File: config.mk
export PLATFORM = sky130hd
export DESIGN_NAME = avm_cmd_arbiter_flat
export DESIGN_NICKNAME = d
export VERILOG_FILES = /design/src/rtl/avm_cmd_arbiter_pkg.sv /design/src/rtl/avm_cmd_arbiter_if.sv /design/src/rtl/avm_rr_select.sv /design/src/rtl/avm_cmd_arbiter.sv /design/src/flat_wrapper.sv
export SDC_FILE = /design/constraint.sdc
export NUM_CORES = 1
export LEC_CHECK = 0
export CAP_MARGIN = 40
export CORE_MARGIN = 2
export CORE_UTILIZATION = 35
export CTS_BUF_LIST = sky130_fd_sc_hd__clkbuf_16
export DETAILED_ROUTE_END_ITERATION = 12
export PLACE_DENSITY = 0.77
export SYNTH_ARGS = -nofsm -noshare
export SYNTH_HDL_FRONTEND = slang
export SYNTH_SLANG_ARGS = --single-unit
File: constraint.sdc
create_clock -name ACLK -period 5.85 [get_ports ACLK]
set_clock_uncertainty 0.1 [all_clocks]
set_input_delay 1.755 -clock ACLK [delete_from_list [all_inputs] [get_ports ACLK]]
set_output_delay 1.755 -clock ACLK [all_outputs]
set_load 0.01 [all_outputs]
File: src/rtl/avm_cmd_arbiter_pkg.sv
// rtl/avm_cmd_arbiter_pkg.sv - shared widths, state encoding and helpers for the AVM command arbiter
package avm_cmd_arbiter_pkg;

    localparam int AVM_WORD_SIZE_WIDTH = 9;

    typedef enum logic {
        ST_IDLE = 1'b0,
        ST_BUSY = 1'b1
    } arb_state_t;

    // Index width for n ports; a 1-port-wide index is still one bit wide.
    function automatic int clog2_min1(input int n);
        return (n <= 2) ? 1 : $clog2(n);
    endfunction

endpackage

File: src/rtl/avm_cmd_arbiter_if.sv
// rtl/avm_cmd_arbiter_if.sv - command channel between the arbiter and the avalon_master_fifo
interface avm_cmd_arbiter_if
    import avm_cmd_arbiter_pkg::*;
#(
    parameter int ADDR_WIDTH = 32
) ();

    logic [ADDR_WIDTH-1:0]          cmd_addr;
    logic                           cmd_read_enable;
    logic                           cmd_write_enable;
    logic [AVM_WORD_SIZE_WIDTH-1:0] cmd_word_size;
    logic                           cmd_done;

    modport master (
        output cmd_addr,
        output cmd_read_enable,
        output cmd_write_enable,
        output cmd_word_size,
        input  cmd_done
    );

    modport slave (
        input  cmd_addr,
        input  cmd_read_enable,
        input  cmd_write_enable,
        input  cmd_word_size,
        output cmd_done
    );

endinterface

File: src/rtl/avm_rr_select.sv
// rtl/avm_rr_select.sv - combinational round-robin picker: first unmasked requester at or after ptr
module avm_rr_select
    import avm_cmd_arbiter_pkg::*;
#(
    parameter int NUM_PORTS = 4,
    parameter int PORT_BITS = clog2_min1(NUM_PORTS)
) (
    input  logic [NUM_PORTS-1:0] req,
    input  logic [PORT_BITS-1:0] ptr,
    input  logic [NUM_PORTS-1:0] mask,
    output logic                 valid,
    output logic [PORT_BITS-1:0] index
);

    logic [NUM_PORTS-1:0] eligible;

    assign eligible = req & ~mask;

    // Scan from farthest to nearest so the port closest to ptr overwrites the rest.
    always_comb begin
        int p;
        valid = 1'b0;
        index = '0;
        p     = 0;
        for (int k = NUM_PORTS - 1; k >= 0; k--) begin
            p = int'(ptr) + k;
            if (p >= NUM_PORTS) begin
                p = p - NUM_PORTS;
            end
            if (eligible[p]) begin
                valid = 1'b1;
                index = PORT_BITS'(p);
            end
        end
    end

endmodule

File: src/rtl/avm_cmd_arbiter.sv
// rtl/avm_cmd_arbiter.sv - round-robin sharing of one avalon_master_fifo command channel among NUM_PORTS requesters
module avm_cmd_arbiter
    import avm_cmd_arbiter_pkg::*;
#(
    parameter int  NUM_PORTS        = 4,
    parameter int  C_AVM_ADDR_WIDTH = 32,
    localparam int PORT_BITS        = clog2_min1(NUM_PORTS)
) (
    input  logic                                  ACLK,
    input  logic                                  ARESETN,
    input  logic [NUM_PORTS*C_AVM_ADDR_WIDTH-1:0] req_addr,
    input  logic [NUM_PORTS-1:0]                  req_read,
    input  logic [NUM_PORTS-1:0]                  req_write,
    input  logic [NUM_PORTS*AVM_WORD_SIZE_WIDTH-1:0] req_word_size,
    output logic [NUM_PORTS-1:0]                  req_done,
    avm_cmd_arbiter_if.master                     cmd,
    output logic                                  grant_valid,
    output logic [PORT_BITS-1:0]                  grant_index,
    output logic [NUM_PORTS-1:0]                  grant_onehot
);

    arb_state_t                     state_q, state_d;
    logic [PORT_BITS-1:0]           ptr_q, ptr_d;
    logic [NUM_PORTS-1:0]           mask_q, mask_d;
    logic [NUM_PORTS-1:0]           zdone_q, zdone_d;
    logic [C_AVM_ADDR_WIDTH-1:0]    addr_q, addr_d;
    logic [AVM_WORD_SIZE_WIDTH-1:0] size_q, size_d;
    logic                           rd_q, rd_d;
    logic                           wr_q, wr_d;
    logic                           gv_q, gv_d;
    logic [PORT_BITS-1:0]           gi_q, gi_d;
    logic [NUM_PORTS-1:0]           goh_q, goh_d;

    logic [NUM_PORTS-1:0]           req_any;
    logic                           sel_valid;
    logic [PORT_BITS-1:0]           sel_index;
    logic [C_AVM_ADDR_WIDTH-1:0]    port_addr [NUM_PORTS];
    logic [AVM_WORD_SIZE_WIDTH-1:0] port_size [NUM_PORTS];

    function automatic logic [NUM_PORTS-1:0] to_onehot(input logic [PORT_BITS-1:0] idx);
        logic [NUM_PORTS-1:0] v;
        v      = '0;
        v[idx] = 1'b1;
        return v;
    endfunction

    function automatic logic [PORT_BITS-1:0] next_port(input logic [PORT_BITS-1:0] idx);
        return (idx == PORT_BITS'(NUM_PORTS - 1)) ? '0 : idx + PORT_BITS'(1);
    endfunction

    for (genvar p = 0; p < NUM_PORTS; p++) begin : g_unpack
        assign port_addr[p] = req_addr[p*C_AVM_ADDR_WIDTH +: C_AVM_ADDR_WIDTH];
        assign port_size[p] = req_word_size[p*AVM_WORD_SIZE_WIDTH +: AVM_WORD_SIZE_WIDTH];
    end

    assign req_any = req_read | req_write;

    avm_rr_select #(
        .NUM_PORTS (NUM_PORTS),
        .PORT_BITS (PORT_BITS)
    ) u_rr_select (
        .req   (req_any),
        .ptr   (ptr_q),
        .mask  (mask_q),
        .valid (sel_valid),
        .index (sel_index)
    );

    always_comb begin
        state_d = state_q;
        ptr_d   = ptr_q;
        mask_d  = '0;
        zdone_d = '0;
        addr_d  = addr_q;
        size_d  = size_q;
        rd_d    = rd_q;
        wr_d    = wr_q;
        gv_d    = gv_q;
        gi_d    = gi_q;
        goh_d   = goh_q;
        case (state_q)
            ST_IDLE: begin
                if (sel_valid) begin
                    // A zero-length read would never complete in the FIFO, so retire it here.
                    if (port_size[sel_index] == '0) begin
                        zdone_d = to_onehot(sel_index);
                        mask_d  = to_onehot(sel_index);
                        ptr_d   = next_port(sel_index);
                    end else begin
                        addr_d  = port_addr[sel_index];
                        size_d  = port_size[sel_index];
                        rd_d    = req_read[sel_index];
                        wr_d    = ~req_read[sel_index] & req_write[sel_index];
                        gv_d    = 1'b1;
                        gi_d    = sel_index;
                        goh_d   = to_onehot(sel_index);
                        state_d = ST_BUSY;
                    end
                end
            end
            ST_BUSY: begin
                if (cmd.cmd_done) begin
                    addr_d  = '0;
                    size_d  = '0;
                    rd_d    = 1'b0;
                    wr_d    = 1'b0;
                    gv_d    = 1'b0;
                    gi_d    = '0;
                    goh_d   = '0;
                    mask_d  = goh_q;
                    ptr_d   = next_port(gi_q);
                    state_d = ST_IDLE;
                end
            end
            default: state_d = ST_IDLE;
        endcase
    end

    always_ff @(posedge ACLK or negedge ARESETN) begin
        if (!ARESETN) begin
            state_q <= ST_IDLE;
            ptr_q   <= '0;
            mask_q  <= '0;
            zdone_q <= '0;
            addr_q  <= '0;
            size_q  <= '0;
            rd_q    <= 1'b0;
            wr_q    <= 1'b0;
            gv_q    <= 1'b0;
            gi_q    <= '0;
            goh_q   <= '0;
        end else begin
            state_q <= state_d;
            ptr_q   <= ptr_d;
            mask_q  <= mask_d;
            zdone_q <= zdone_d;
            addr_q  <= addr_d;
            size_q  <= size_d;
            rd_q    <= rd_d;
            wr_q    <= wr_d;
            gv_q    <= gv_d;
            gi_q    <= gi_d;
            goh_q   <= goh_d;
        end
    end

    // Completion is routed back in the done cycle itself.
    always_comb begin
        req_done = zdone_q;
        if (state_q == ST_BUSY && cmd.cmd_done) begin
            req_done = zdone_q | goh_q;
        end
    end

    assign cmd.cmd_addr         = addr_q;
    assign cmd.cmd_word_size    = size_q;
    assign cmd.cmd_read_enable  = rd_q;
    assign cmd.cmd_write_enable = wr_q;
    assign grant_valid          = gv_q;
    assign grant_index          = gi_q;
    assign grant_onehot         = goh_q;

endmodule

File: src/flat_wrapper.sv
// flat-port wrapper written by rule: the top's interface ports become plain ports
module avm_cmd_arbiter_flat import avm_cmd_arbiter_pkg::*;
#(
    parameter int  NUM_PORTS        = 4,
    parameter int  C_AVM_ADDR_WIDTH = 32,
    localparam int PORT_BITS        = clog2_min1(NUM_PORTS)
)
  (ACLK, ARESETN, req_addr, req_read, req_write, req_word_size, req_done, grant_valid, grant_index, grant_onehot, cmd_cmd_addr, cmd_cmd_read_enable, cmd_cmd_write_enable, cmd_cmd_word_size, cmd_cmd_done);
  avm_cmd_arbiter_if #(.ADDR_WIDTH((32))) cmd_i ();
  input  logic ACLK;
  input  logic ARESETN;
  input  logic [NUM_PORTS*C_AVM_ADDR_WIDTH-1:0] req_addr;
  input  logic [NUM_PORTS-1:0] req_read;
  input  logic [NUM_PORTS-1:0] req_write;
  input  logic [NUM_PORTS*AVM_WORD_SIZE_WIDTH-1:0] req_word_size;
  output logic [NUM_PORTS-1:0] req_done;
  output logic grant_valid;
  output logic [PORT_BITS-1:0] grant_index;
  output logic [NUM_PORTS-1:0] grant_onehot;
  output wire logic [$bits(cmd_i.cmd_addr)-1:0] cmd_cmd_addr;
  output wire logic [$bits(cmd_i.cmd_read_enable)-1:0] cmd_cmd_read_enable;
  output wire logic [$bits(cmd_i.cmd_write_enable)-1:0] cmd_cmd_write_enable;
  output wire logic [$bits(cmd_i.cmd_word_size)-1:0] cmd_cmd_word_size;
  input wire logic [$bits(cmd_i.cmd_done)-1:0] cmd_cmd_done;
  assign cmd_cmd_addr = cmd_i.cmd_addr;
  assign cmd_cmd_read_enable = cmd_i.cmd_read_enable;
  assign cmd_cmd_write_enable = cmd_i.cmd_write_enable;
  assign cmd_cmd_word_size = cmd_i.cmd_word_size;
  assign cmd_i.cmd_done = cmd_cmd_done;
  avm_cmd_arbiter #(.NUM_PORTS(NUM_PORTS), .C_AVM_ADDR_WIDTH(C_AVM_ADDR_WIDTH)) u_core (.ACLK(ACLK), .ARESETN(ARESETN), .req_addr(req_addr), .req_read(req_read), .req_write(req_write), .req_word_size(req_word_size), .req_done(req_done), .cmd(cmd_i), .grant_valid(grant_valid), .grant_index(grant_index), .grant_onehot(grant_onehot));
endmodule
==> summary.md, run 1 <==
| Metric | Value |
|---|---|
| Status | `completed` |
| Fin crit share | `87.86%` |
| P&R area growth vs syn | `67.03%` |
| WL per Instance | `between 15 and 20 um` |
| Antenna violations before repair | `0` |
| GPL Wtd Cong | `approximately 0.86` |
| Max Slew Vio Count | `0` |
| ANT nets after route | `0` |
| PwrDens | `roughly 490 nW/um^2` |
| Wire length of the first global-routing pass | `approximately 22 mm` |
| Setup slack, reg-to-reg | `2.33 ns` |
| # DRC | `0` |
| Largest net degree at the start of global routing | `between 60 and 70` |
| # Post-CTS Setup Buffers | `0` |
| Final hold vios | `0` |
| CTS tree | `yes` |
| Hpwl dp | `10.56 mm` |
| Initial DRT Pass Iterations | `5` |
| LEAKAGE | `around 0.0031 uW` |
| Mapped Cells | `545` |
| Aggregate global routing overflow | `0` |
| Post-synth top cells | `227 x nand2_1, 61 x dfrtp_1, 43 x mux2i_1` |
| Antenna cells | `0` |
| Synth area leaders | `dfrtp_1 37%, nand2_1 21%, mux2i_1 10%, nand3_1 4.5%, o21ai_0 4.1%` |
| Root buffer cell | `clkbuf_16` |
| Via count | `4,626` |
| Worst r2r src | `u_core.mask_q[2]` |
| Worst skew pair latency | `0.33 ns` |
| Slowest cell on the critical path | `clkdlybuf4s50_1` |
| Die X | `112.5 um` |
| Least-Margin Pin Slew | `a little under 0.9 ns` |
| Io pins | `around 230` |
| Critical Path AT | `3.28 ns` |
| Syn. warnings | `0` |
| Placed insts | `between 800 and 900` |
| Detailed Route WL | `13.95 mm` |
| Largest stage delay on the critical path | `approximately 0.55 ns` |
| Hold Path Cell Cnt | `1` |
| Synth Register Bits | `61` |
| WHS Endpoint | `u_core.grant_valid` |
| Core Util, Final | `60.03%` |
| Area leader, netlist | `dfrtp_1` |
| Critical path cell sequence | `clkdlybuf4s50_1, and2_1, nand2_1, nand2b_1, clkdlybuf4s50_1` |
| Worst setup path class | `primary input to output port` |
| Finish-stage setup viols | `0` |
| Crit-path max FO | `4` |
| 1st-iter DRT viols | `about 260` |
| Clock Tree Buf Depth | `2` |
| Port bufs | `around 230` |
| Peak Freq | `just under 200 MHz` |
| RSZ-0062 raised after global routing | `false` |
| Core area | `about 11,000 um^2` |
| Cts bufs inserted | `9` |
| Finished Layout Cells | `roughly 910` |
| HP Class | `flop to flop` |
| Reg-to-reg endpoint | `u_core.grant_onehot[2]` |
| Fin Setup TNS | `0 ns` |
| # hold bufs at CTS | `0` |
| Yosys cell types | `44` |
| GRT Util Overall | `21.23%` |
| Final critical-path required period | `5.140 ns` |
| CP required | `about 4.0 ns` |
| Most used cell, CP | `clkdlybuf4s50_1` |
| Worst slew margin | `41.81%` |
| Ys async rst share | `100.0%` |
| Post-synth design cell area | `just over 4000 um^2` |
| FF-to-FF path depth | `10` |
| H-tree levels | `3` |
| Crit-path leading delay family | `buffers and inverters` |
| Routed vias/inst | `~5.1` |
| Power Total | `approximately 3400 uW` |
| Vias in the first global route | `4,420` |
| WP buf/inv | `2` |
| Die ar. | `between 10,000 and 15,000 um^2` |
| Number of flops mapped to enable cells by yosys | `0` |
| Worst setup SP type | `primary input` |
| Synthesized area per cell | `~7.6 um^2` |
| Starting Density | `35.94%` |
| Sequential share of the synthesized area | `37.04%` |
| Worst hold slack | `between 0.3 and 0.4 ns` |
| Layout cell share with drive strength beyond 1 | `under 10%` |
| Top_reg_cell synth | `dfrtp_1` |
| Rows | `39` |
| Max_cap viols | `0` |
| Hold Startpoint | `u_core.grant_valid` |
| Count leader, synth | `nand2_1` |
| Mapped Nets | `just over 700` |
| Endpoint class of the critical path | `output port` |
| Post-synth top area share | `a little under two fifths` |
| Critical Path Stages | `5` |
| Sink Count | `61` |
| Max VDD drop | `roughly 0.27 mV` |
| PostCTS Resize Cnt | `0` |
| # nets final | `940` |
| Die height | `between 100 and 150 um` |
| Clock Pin Slew Worst Setup and Hold Paths | `about 0.050 ns` |
flip-flops by register name, summed over array words and instances (netlist names):
name / cells
u_core.grant_onehot: 4
u_core.grant_index: 2
u_core.cmd.cmd_addr: 32
u_core.cmd.cmd_word_size: 9
u_core.zdone_q: 4
u_core.state_q: 1
u_core.cmd.cmd_read_enable: 1
u_core.ptr_q: 2
u_core.grant_valid: 1
u_core.cmd.cmd_write_enable: 1
u_core.mask_q: 4
per-layer routing:
layer	up-vias	track usage (%)	part of all wire, %
met1	2150	26.71	42
met4	0	7.398	2.2
met2	186	36.63	49
li1	2268	-	-
met5	-	0	0
met3	22	3.996	6.8
cell families after synthesis:
logic type | after synthesis | share of synthesized area (%)
AND/OR/NAND/NOR | 291 | 29.11
adder cells (fa/ha/maj) | 5 | 1.518
buffers and inverters | 51 | 5.100
flip-flops | 61 | 37.04
AO/OA/AOI/OAI | 89 | 14.33
multiplexers | 48 | 12.90
where the power goes:
part | switching, uW | internal (uW)
registers | 119 | 610
clock network | 202 | 375
logic | 1120 | 948
metrics by stage:
stage / area (um^2) / worst slack [ns]
floorplan: 4121 / 1.150
global placement: 6540 / 0.6088
detailed placement: 6560 / 0.5032
CTS: 6884 / 0.7227
global route: 6884 / 0.6176
finish: 6884 / 0.7102
worst max-delay path by stage:
stage / slack, ns / start / end
floorplan: 1.15 / req_read[0] / u_core.ptr_q[1]
global route: 0.62 / req_write[0] / u_core.grant_index[1]
CTS: 0.72 / cmd_cmd_done / req_done[1]
global placement: 0.61 / req_read[1] / u_core.grant_index[1]
finish: 0.71 / cmd_cmd_done / req_done[0]
detailed placement: 0.50 / req_write[2] / u_core.grant_onehot[2]
placed cells by master (no fill, tap or decap), drive strengths merged, types with 5 or more instances in the layout:
| cell | n |
|---|---|
| ha | 5 |
| o211ai | 10 |
| dfrtp | 61 |
| o21ai | 45 |
| inv | 15 |
| nand2b | 5 |
| clkdlybuf4s50 | 227 |
| nor2 | 7 |
| or3 | 5 |
| nand2 | 227 |
| mux2i | 43 |
| buf | 14 |
| clkbuf | 9 |
| and2 | 5 |
| nand3 | 37 |
worst reg2reg max path: cells and delay by family (launching register included):
family | cells | cell delay, ns
AO/OA/AOI/OAI | 6 | 2.11
buffers and inverters | 3 | 0.65
flip-flops | 1 | 0.35
multiplexers | 1 | 0.17
cell type report:
type                    instances  area (um^2)
clock buffers                   9        225.2
clock inverters                 7        98.84
fillers                       999         4583
inverters                      14        52.55
multi-input cells             433         2402
flip-flops and latches         61         1526
well taps                     143        178.9
repair buffers                241         2400
(Power assumes the default switching activity.)
==> run 2: changes to the inputs <==
CORE_MARGIN = unset   (was 2)
CORE_UTILIZATION = 39   (was 35)
GPL_TIMING_DRIVEN = 0   (was unset)
PLACE_DENSITY = 0.84   (was 0.77)
==> summary.md, run 2 (same netlist as run 1, synthesis figures left out) <==
| Metric | Value |
|---|---|
| Port bufs | `~230` |
| Fin crit share | `96.97%` |
| Max_cap viols | `0` |
| Rows | `37` |
| Placed insts | `a little over 900` |
| # DRC | `0` |
| Worst Setup EP | `u_core.ptr_q[1]` |
| Sink Count | `61` |
| Via count | `around 5,000` |
| Largest stage delay on the critical path | `0.50 ns` |
| Finished Layout Cells | `about 900` |
| Worst setup path startpoint | `req_read[0]` |
| Die X | `about 100 um` |
| Crit-path leading delay family | `buffers and inverters` |
| Crit-path max FO | `11` |
| Layout cell share with drive strength beyond 1 | `~4.7%` |
| ANT nets after route | `0` |
| Critical Path AT | `around 5.8 ns` |
| GPL Wtd Cong | `0.8881` |
| Hpwl dp | `between 10 and 15 mm` |
| Starting Density | `40.10%` |
| GRT Util Overall | `between 20% and 30%` |
| Final critical-path required period | `about 5.7 ns` |
| LEAKAGE | `roughly 0.0031 uW` |
| Die height | `between 100 and 150 um` |
| RSZ-0062 raised after global routing | `false` |
| Wire length of the first global-routing pass | `~24 mm` |
| Aggregate global routing overflow | `0` |
| Setup slack, reg-to-reg | `between 1.5 and 2 ns` |
| Max Slew Vio Count | `0` |
| Vias in the first global route | `slightly below 5,000` |
| Root buffer cell | `clkbuf_16` |
| P&R area growth vs syn | `67.18%` |
| Slowest cell on the critical path | `clkbuf_1` |
| H-tree levels | `3` |
| CTS tree | `yes` |
| Final hold vios | `0` |
| Peak Freq | `~180 MHz` |
| Worst skew pair latency | `approximately 0.32 ns` |
| Antenna cells | `0` |
| Antenna violations before repair | `0` |
| Largest net degree at the start of global routing | `35` |
| Critical Path Stages | `12` |
| Endpoint class of the critical path | `flop` |
| Least-Margin Pin Slew | `a little over 0.8 ns` |
| WP buf/inv | `4` |
| Initial DRT Pass Iterations | `5` |
| PwrDens | `about 500 nW/um^2` |
| Cts bufs inserted | `9` |
| Core area | `10,280 um^2` |
| Clock Tree Buf Depth | `2` |
| WL per Instance | `around 17 um` |
| Clock Pin Slew Worst Setup and Hold Paths | `~0.05 ns` |
| Worst setup path class | `primary input to flop` |
| # nets final | `965` |
| Routed vias/inst | `5.361` |
| Detailed Route WL | `between 15 and 20 mm` |
| Io pins | `229` |
| Finish-stage setup viols | `0` |
| Worst setup SP type | `primary input` |
| Reg-to-reg endpoint | `u_core.ptr_q[1]` |
| Most frequent cells in the layout | `227 x nand2_1, 227 x clkdlybuf4s50_1, 61 x dfrtp_1` |
| Core Util, Final | `67.04%` |
| Max VDD drop | `0.2376 mV` |
| Worst r2r src | `u_core.mask_q[2]` |
| HP Class | `flop to flop` |
| 1st-iter DRT viols | `about 280` |
| CP required | `5.94 ns` |
| Worst slew margin | `45.47%` |
| FF-to-FF path depth | `11` |
| Die ar. | `between 10,000 and 15,000 um^2` |
| Status | `completed` |
| Critical path cell sequence | `clkdlybuf4s50_1, o21ba_2, a211oi_4, o21a_2, clkbuf_1, clkbuf_1, clkbuf_2, ha_1, mux2i_1, nor2_1, and4_1, or3_1` |
| # Post-CTS Setup Buffers | `0` |
| Most used cell, CP | `clkbuf_1` |
| Max reg flops | `32` |
==> run 2: changes by cell type in the layout (fill, tap and decap cells not counted), sizes merged <==
cell	change
buf	-3
bufinv	-1
clkbuf	+28
clkinvlp	+1
==> run 2: how the worst min path moves through the flow <==
stage / startpoint / end / slack, ns / cells past startpoint
2_1_floorplan: u_core.grant_valid / u_core.grant_valid / 0.42 / 1
3_3_place_gp: u_core.grant_valid / u_core.grant_valid / 0.37 / 1
3_5_place_dp: u_core.grant_valid / u_core.grant_valid / 0.40 / 1
4_1_cts: u_core.grant_valid / u_core.grant_valid / 0.41 / 1
5_1_grt: u_core.grant_valid / u_core.grant_valid / 0.44 / 1
6_report: u_core.grant_valid / u_core.grant_valid / 0.40 / 1
==> run 2: report_power, final <==
group / internal [uW] / switching [uW] / total [uW]
clock network: 331 / 197 / 528
registers: 610 / 123 / 732
logic: 948 / 1220 / 2160
total: 1890 / 1540 / 3420
==> run 2: worst reg2reg max path: cells and delay by family, from the launching register on <==
| family | cells | cell delay, ns |
|---|---|---|
| AO/OA/AOI/OAI | 3 | 1.06 |
| buffers and inverters | 3 | 1.35 |
| multiplexers | 1 | 0.24 |
| adder cells (fa/ha/maj) | 1 | 0.30 |
| AND/OR/NAND/NOR | 3 | 0.65 |
| flip-flops | 1 | 0.35 |
==> run 2: metal layers <==
| layer | global-route usage (%) | part of all wire (%) | wire [um] | vias up |
|---|---|---|---|---|
| met5 | 0 | 0 | 0 | - |
| met3 | 7.424 | 8.7 | 1340 | 32 |
| met4 | 9.557 | 2.2 | 338 | 0 |
| met1 | 33.24 | 40 | 6165 | 2345 |
| met2 | 47.73 | 49 | 7598 | 263 |
| li1 | - | - | - | 2324 |
==> run 2: final cells by class <==
cell class	instances	area (um^2)
Timing Repair Buffer	229	2297
Clock inverter	7	75.07
Clock buffer	9	225.2
Multi-Input combinational cell	433	2385
Sequential cell	61	1526
Buffer	37	158.9
Tap cell	136	170.2
Fill cell	877	3387
Inverter	14	52.55
==> run 2: through the flow <==
step / cell area, um^2 / hold slack [ns] / worst slack, ns / power (uW) / setup TNS, ns
after floorplan: 4121 / 0.4185 / 1.150 / 1989 / 0
after global placement: 6574 / 0.3704 / -0.08287 / 2807 / -0.08287
after detailed placement: 6589 / 0.3995 / -0.2618 / 2885 / -0.2618
after CTS: 6889 / 0.4115 / 0.03938 / 3425 / 0
after global routing: 6890 / 0.4377 / 0.006799 / 3675 / 0
final: 6890 / 0.4001 / 0.1773 / 3424 / 0
==> run 2: what timing repair did <==
| action | CTS | global route |
|---|---|---|
| resized for setup | 0 | 1 |
| hold buffers | 0 | 0 |
| setup endpoints to repair | 0 | 1 |
